`src/rtl/typed_sequence_builder.sv`:
```
// Keystroke line buffer that feeds the VGA sequence plotter: append, backspace
// and clear edit the buffer, and any change requests a full-line redraw.
module typed_sequence_builder #(
  parameter int         MAX_CHAR    = 11,
  parameter logic [7:0] BLANK_CODE  = 8'd32,
  parameter logic [8:0] X_START     = 9'd16,
  parameter logic [8:0] Y_START     = 9'd200,
  parameter int         ACK_TIMEOUT = 4
) (
  input  logic                  clk,
  input  logic                  resetn,
  input  logic                  key_valid,
  input  logic [7:0]            key_code,
  input  logic                  key_backspace,
  input  logic                  key_clear,
  input  logic                  ready_to_plot_sequence,
  output logic                  plot_sequence,
  output logic [8*MAX_CHAR-1:0] sequence_,
  output logic [7:0]            num_char,
  output logic [8:0]            x_start,
  output logic [8:0]            y_start,
  output logic [3:0]            char_count,
  output logic                  buffer_full
);

  localparam logic [3:0] MAX_CNT      = 4'(MAX_CHAR);
  localparam logic [3:0] TIMEOUT_LAST = 4'(ACK_TIMEOUT - 1);

  localparam logic [1:0] S_IDLE      = 2'd0;
  localparam logic [1:0] S_ISSUE     = 2'd1;
  localparam logic [1:0] S_WAIT_ACK  = 2'd2;
  localparam logic [1:0] S_WAIT_DONE = 2'd3;

  logic [7:0]            slots      [MAX_CHAR];
  logic [7:0]            slots_next [MAX_CHAR];
  logic [3:0]            count_next;
  logic                  key_dirty;
  logic                  dirty;
  logic                  take_req;
  logic [1:0]            state;
  logic [3:0]            timer;
  logic [8*MAX_CHAR-1:0] packed_slots;

  assign num_char = 8'(MAX_CHAR - 1);
  assign x_start  = X_START;
  assign y_start  = Y_START;

  // Only the highest-priority key event acts; rejected edits leave dirty alone.
  always_comb begin
    // NOTE: every output gets a default first so no path can infer a latch.
    slots_next = slots;
    count_next = char_count;
    key_dirty  = 1'b0;
    if (key_clear) begin
      for (int i = 0; i < MAX_CHAR; i++) slots_next[i] = BLANK_CODE;
      count_next = 4'd0;
      key_dirty  = 1'b1;
    end else if (key_backspace) begin
      if (char_count != 4'd0) begin
        slots_next[char_count - 4'd1] = BLANK_CODE;
        count_next = char_count - 4'd1;
        key_dirty  = 1'b1;
      end
    end else if (key_valid) begin
      if (char_count < MAX_CNT) begin
        slots_next[char_count] = key_code;
        count_next = char_count + 4'd1;
        key_dirty  = 1'b1;
      end
    end
  end

  always_comb begin
    packed_slots = '0;
    for (int i = 0; i < MAX_CHAR; i++)
      packed_slots[8*(MAX_CHAR-1-i) +: 8] = slots[i];
  end

  // NOTE: the slot array is small and must read as blanks after reset, so it is
  // reset like ordinary flops rather than treated as an unreset memory.
  always_ff @(posedge clk or negedge resetn) begin
    if (!resetn) begin
      for (int i = 0; i < MAX_CHAR; i++) slots[i] <= BLANK_CODE;
      char_count  <= 4'd0;
      buffer_full <= 1'b0;
    end else begin
      // NOTE: non-blocking assignments keep every register update on the same edge.
      slots       <= slots_next;
      char_count  <= count_next;
      buffer_full <= (count_next == MAX_CNT);
    end
  end

  assign take_req = (state == S_IDLE) && dirty && ready_to_plot_sequence;

  // A same-edge key event re-sets dirty even as a request consumes it.
  always_ff @(posedge clk or negedge resetn) begin
    if (!resetn) begin
      dirty         <= 1'b1;
      state         <= S_IDLE;
      timer         <= 4'd0;
      plot_sequence <= 1'b0;
      sequence_     <= {MAX_CHAR{BLANK_CODE}};
    end else begin
      dirty <= key_dirty | (dirty & ~take_req);
      case (state)
        S_IDLE: begin
          if (take_req) begin
            state         <= S_ISSUE;
            plot_sequence <= 1'b1;
            sequence_     <= packed_slots;
          end
        end
        S_ISSUE: begin
          state         <= S_WAIT_ACK;
          plot_sequence <= 1'b0;
          timer         <= 4'd0;
        end
        S_WAIT_ACK: begin
          if (!ready_to_plot_sequence) begin
            state <= S_WAIT_DONE;
          end else if (timer == TIMEOUT_LAST) begin
            state <= S_IDLE;
          end else begin
            timer <= timer + 4'd1;
          end
        end
        S_WAIT_DONE: begin
          if (ready_to_plot_sequence) state <= S_IDLE;
        end
        default: begin
          state         <= S_IDLE;
          plot_sequence <= 1'b0;
        end
      endcase
    end
  end

endmodule

```
`config.mk`:
```
export PLATFORM = sky130hd
export DESIGN_NAME = typed_sequence_builder
export DESIGN_NICKNAME = d
export VERILOG_FILES = /design/src/rtl/typed_sequence_builder.sv
export SDC_FILE = /design/constraint.sdc
export NUM_CORES = 1
export LEC_CHECK = 0
export CAP_MARGIN = 20
export CORE_ASPECT_RATIO = 1.2
export CORE_MARGIN = 2
export CORE_UTILIZATION = 48
export CTS_BUF_LIST = sky130_fd_sc_hd__clkbuf_8 sky130_fd_sc_hd__clkbuf_16
export CTS_CLUSTER_DIAMETER = 120
export CTS_CLUSTER_SIZE = 40
export DETAILED_ROUTE_END_ITERATION = 16
export GPL_TIMING_DRIVEN = 0
export PLACE_DENSITY = 0.8
export SETUP_SLACK_MARGIN = 0.3
export SLEW_MARGIN = 20
export SYNTH_ARGS = -nofsm -noshare
export SYNTH_HDL_FRONTEND = slang
export SYNTH_SLANG_ARGS = --single-unit
```
`constraint.sdc`:
```
create_clock -name clk -period 2.25 [get_ports clk]
set_input_delay 0.225 -clock clk [delete_from_list [all_inputs] [get_ports clk]]
set_output_delay 0.225 -clock clk [all_outputs]
set_load 0.02 [all_outputs]
```
# Word-level counts from Yosys, hierarchy flattened
# Index checks and enable logic that the tools add are counted.
# totals
reg_bits,189
in_bits,14
output_inout_bits,120
word_cells,90
# classes
add_sub_neg,3
n_lt_le_gt_ge,5
n_eq_ne,11
n_mux,30
bitwise_logic,8
reduce_logical,15
# op_table
op,count
two-way mux 88 bit,5
bitwise mux 88 bit,1
bitwise AND 77 bit,1
inverter 77 bit,1
demux 8 bit (select 4 bit),2
two-way mux 4 bit,7
two-way mux 8 bit,2
bitwise OR 11 bit,1
"greater-or-equal comparator 5 bit, second input constant",2
"< comparator 5 x 1 -> 1 bit, second input constant",2
inverter 4 -> 5 bit,2
AND reduction 3 bit,3
"adder 4 x 1 -> 4 bit, second input constant",2
two-way mux 2 bit,4
"inequality test 2 bit, second input constant",4
one-hot mux 2 bit (4 select lines),1
one-hot mux 4 bit (2 select lines),1
two-way mux 1 bit,6
nonzero test 3 bit,2
"equality test 2 bit, second input constant",2
"equality test 4 x 2 -> 1 bit, second input constant",1
"equality test 4 bit, second input constant",1
logical AND 1 bit,4
"< comparator 4 bit, second input constant",1
12 further kinds,14

# Logic depth before layout (Yosys ltp)
# depth
ltp_word,11
mapped_depth,8

# Worst setup path before layout
# OpenSTA, ideal clock, no wires.
# synth_path
path_kind,flip-flop to flip-flop
from,register char_count[0]
to,"register slots, in the netlist packed_slots[72]"
setup_ns,0.121
t_arrival_ns,2.180
required_time_ns,2.129
slack_ns,-0.051
stages_incl_launch_ff,8
path_buffers,1
period_less_slack_ns,2.301
path_cell_list,dfrtp_1 inv_1 ha_1 buf_2 or3b_1 nor4b_1 o31ai_2 a22o_1
# synth_via
elab_chain_len,11
elab_cells_between_ends,26
# synth_lines
element,line_no,source
start: declaration,22,"output logic [3:0] char_count,"
start signal: assignment,89,char_count <= count_next;
subtractor 4 x 1 -> 4 bit,60,slots_next[char_count - 4'd1] = BLANK_CODE;
inverter 4 -> 5 bit (implied by the code),60,
greater-or-equal comparator 5 bit (implied by the code) / < comparator 5 x 1 -> 1 bit (equally long branches),60,
logical AND 1 bit (implied by the code),60,
two-way mux 8 bit (implied by the code),60,
demux 8 bit (select 4 bit),60,
inverter 77 bit (no line),--,
bitwise AND 77 bit (no line),--,
two-way mux 88 bit,59,if (char_count != 4'd0) begin
two-way mux 88 bit,58,end else if (key_backspace) begin
two-way mux 88 bit,54,if (key_clear) begin
end signal: assignment,88,slots <= slots_next;
end: declaration,34,logic [7:0] slots [MAX_CHAR];
# Parallel ways exist; a longest one is shown, timed or not. The select of a mux whose other input is x is not followed.
# A chain may end at the register's enable or synchronous reset.

# Worst setup path in the final report
# layout_path
from,register char_count[1]
to,"register slots, in the netlist packed_slots[67]"
# Same word-level chain as after synthesis.

==> impl_metrics.yaml <==
clock_network:
  root_buffer: "clkbuf_16"
  cts_tree: "done"
  clk_pin_slew_ps: 70
  htreeDepth: 4
  insertion_delay_ps: 440
  numCtsBuffers: 17
  clock_sinks: 189
  clockBufferDepth: 2
logic_synthesis:
  synth_largest_area_cell: "dfrtp_1"
  synth_ff_type: "dfrtp_1"
  synthTopCellsByCount: "dfrtp_1, mux2_2, a22o_1"
  avgSynthCellArea_um2: 12.84
  synth_area_mm2: 0.008297
  yosys_warnings: 0
  synthCells: 646
  ys_async_sr_fraction: 1.000
  synth.most_common_cell: "dfrtp_1"
  yosys.area.top_type_share: 0.5007
  synthTopCellsByArea: "dfrtp_1, mux2_2, dfstp_2, a22o_1, buf_4"
  yosysSeqAreaShare: 0.5735
  synth_edf_count: 0
  ys_seq_elements: 189
  synthDistinctLibCells: 60
floorplan:
  die_w_um: 124.0
  die_y_um: 148.0
  start_util: 0.4905
  dieArea_mm2: 0.01836
  coreArea_mm2: 0.01692
  ios: 134
  fp-row-count: 52
timing:
  hold_viol_final: 0
  period_needed_ps: 2031
  relSlewSlack: 0.3994
  worstMarginPinSlew_ps: 900.9
  tns_ps: 0
  finalSetupViolations: 0
  finClkSkew_ps: 13.08
  slew_viol_final: 0
  fmax_mhz: 492.3
  period_share: 0.9029
  rsz0062_at_grt: "yes"
  fin_ws_ps: 218.5
  holdWs_ps: 261.5
power_and_ir_drop:
  irDropWorstVdd_mv: 0.6366
  p_leak_nw: 4.954
  p_per_area_mw_per_mm2: 823.3
worst_setup_path:
  crit_path_max_fanout: 8
  cp.arrival_ps: 2340
  crit_chain: "inv_4, ha_4, buf_6, or3b_4, nor4b_2, o31ai_4, a22o_1"
  worst-path-buf-inv: 2
  worstPathRequired_ps: 2560
  crit_family: "simple AND/OR/NAND/NOR gates"
  slowest_stage: "dfrtp_2"
  crit_path_max_incr_delay_ps: 440
  endpoint_kind: "register"
  start_kind: "register"
  r2r-start: "char_count[1]$_DFF_PN0_"
  startpoint: "char_count[1]$_DFF_PN0_"
  path_class: "register to register"
global_routing:
  first_global_vias: 5591
  grt_first_pass_wirelength_um: 30830
  antenna_found_initial: 0
  grt.overflow.total: 0
  grt_max_degree: 80
  grt_use_total: 0.2209
drt:
  viasPerCell: 5.531
  ant_nets: 0
  firstDrtPassIters: 5
  vias: 5813
  wire_per_inst_um: 18.63
  drtIter0Drc: 427
  drc: 0
  routed_wirelength_um: 19590
cells_and_area:
  num_antenna_cells: 0
  design_area_mm2: 0.01085
  final_cells: 1051
  drive_above_1_share: 0.3198
  nets: 843
  area_delta_synth_final_pct: 30.83
place:
  pre_cts_ws_ps: -659.8
  placed_area_mm2: 0.009857
  place_congestion: 0.9265
  detailed_place_hpwl_um: 12740
  portBuffers: 107
  placed_cells: 995
run_status:
  status: "finished, final reports clean"
worst_hold_path:
  holdCritPathClass: "input port to async pin"
flow_run:
  maxCapViolCount: 0
metal layers:
metal  vias up  share of wire  GRT usage  wire (um)
met3        21          0.045    0.04437        874
li1       2651              -          -          -
met4         0          0.013    0.06798        261
met5         -              0          0          0
met1      2968           0.44     0.3114       8715
met2       173           0.50     0.3459       9734
stage by stage:
step,power (mW),util
final,8.936,0.6416
after global placement,5.728,0.5791
after floorplan,5.074,-
after CTS,8.856,0.6328
after detailed placement,5.775,0.5827
after global routing,9.316,0.6416
flip-flops by register name, summed over array words and instances, names as in the netlist:
register and count:
buffer_full 1, char_count 4, dirty 1, packed_slots 88
plot_sequence 1, sequence_ 88, state 2, timer 4
logic make-up (layout without fill, tap and decap cells):
kind of cell    count (synthesis)  in the layout  synth area share
fa+ha+maj                       7              7           0.01056
flops                         189            189            0.5735
mux                            91             91            0.1231
other cells                     2             26         0.0009052
compound gates                147            147            0.1410
buf+inv                        87            252           0.05836
simple gates                  122            122           0.09154
xor+xnor                        1              1          0.001056
cell type report:
| cell class | instances | area, um2 |
|---|---|---|
| fill | 1285 | 6062 |
| sequential | 189 | 4761 |
| multi-input combinational | 394 | 3406 |
| timing repair buffer | 133 | 1314 |
| clock buffer | 20 | 466.7 |
| buffer | 69 | 451.7 |
| tap | 216 | 270.3 |
| clock inverter | 12 | 112.6 |
| inverter | 18 | 72.57 |
power by group:
part | switching [mW] | internal (mW) | leakage, nW
Combinational | 1.20 | 1.02 | 2.13
Clock | 1.30 | 1.62 | 0.289
Sequential | 0.155 | 3.64 | 2.54
path summary, 6_finish.rpt:
check | endpoint | slack (ps) | cells past startpoint
hold / removal | sequence_[66]$_DFFE_PN0P_ | 260 | 2
max in group asynchronous | sequence_[37]$_DFFE_PN1P_ | 1290 | 3
min in group clk | packed_slots[53]$_DFFE_PN1P_ | 460 | 2
setup reg to reg | packed_slots[67]$_DFFE_PN0P_ | 220 | 7
hold reg to reg | packed_slots[53]$_DFFE_PN1P_ | 460 | 2
setup / recovery | packed_slots[67]$_DFFE_PN0P_ | 220 | 7
cells in the final DEF, fill, tap and decap left out, types with 3 or more instances in the layout:
cell             instances
clkinv_4                 4
nand2b_1                10
a21oi_2                  4
a22oi_1                 18
a22o_1                  64
nor2b_1                 16
nor4b_2                  4
a21o_1                   3
clkbuf_16               17
ha_1                     4
mux2i_1                  3
nor3_1                   4
buf_4                   54
buf_2                    9
nand3b_1                 7
o31ai_4                  6
nor2_1                  13
o21a_1                   4
dfstp_2                 23
mux2_1                   8
a21oi_1                  8
nand3_1                  4
buf_6                    4
clkbuf_4                 8
inv_6                    3
conb_1                  26
clkdlybuf4s50_1        105
clkbuf_1                13
nand2_1                 27
clkbuf_8                 3
or3b_2                   3
mux2_2                  80
dfrtp_1                164
o21ai_0                 20
inv_1                   17
and2_1                   6
nor3_2                   4
repair_timing:
| item | CTS | global route |
|---|---|---|
| setup endpoints to repair | 181 | 141 |
| setup buffers | 15 | 6 |
| gates resized for setup | 28 | 24 |
| endpoints found under the hold margin | 32 | 0 |
| hold buffers | 1 | 0 |
| pin swaps | 17 | 8 |
| cloned | 0 | 2 |
Power figures use the tool's default switching activity.
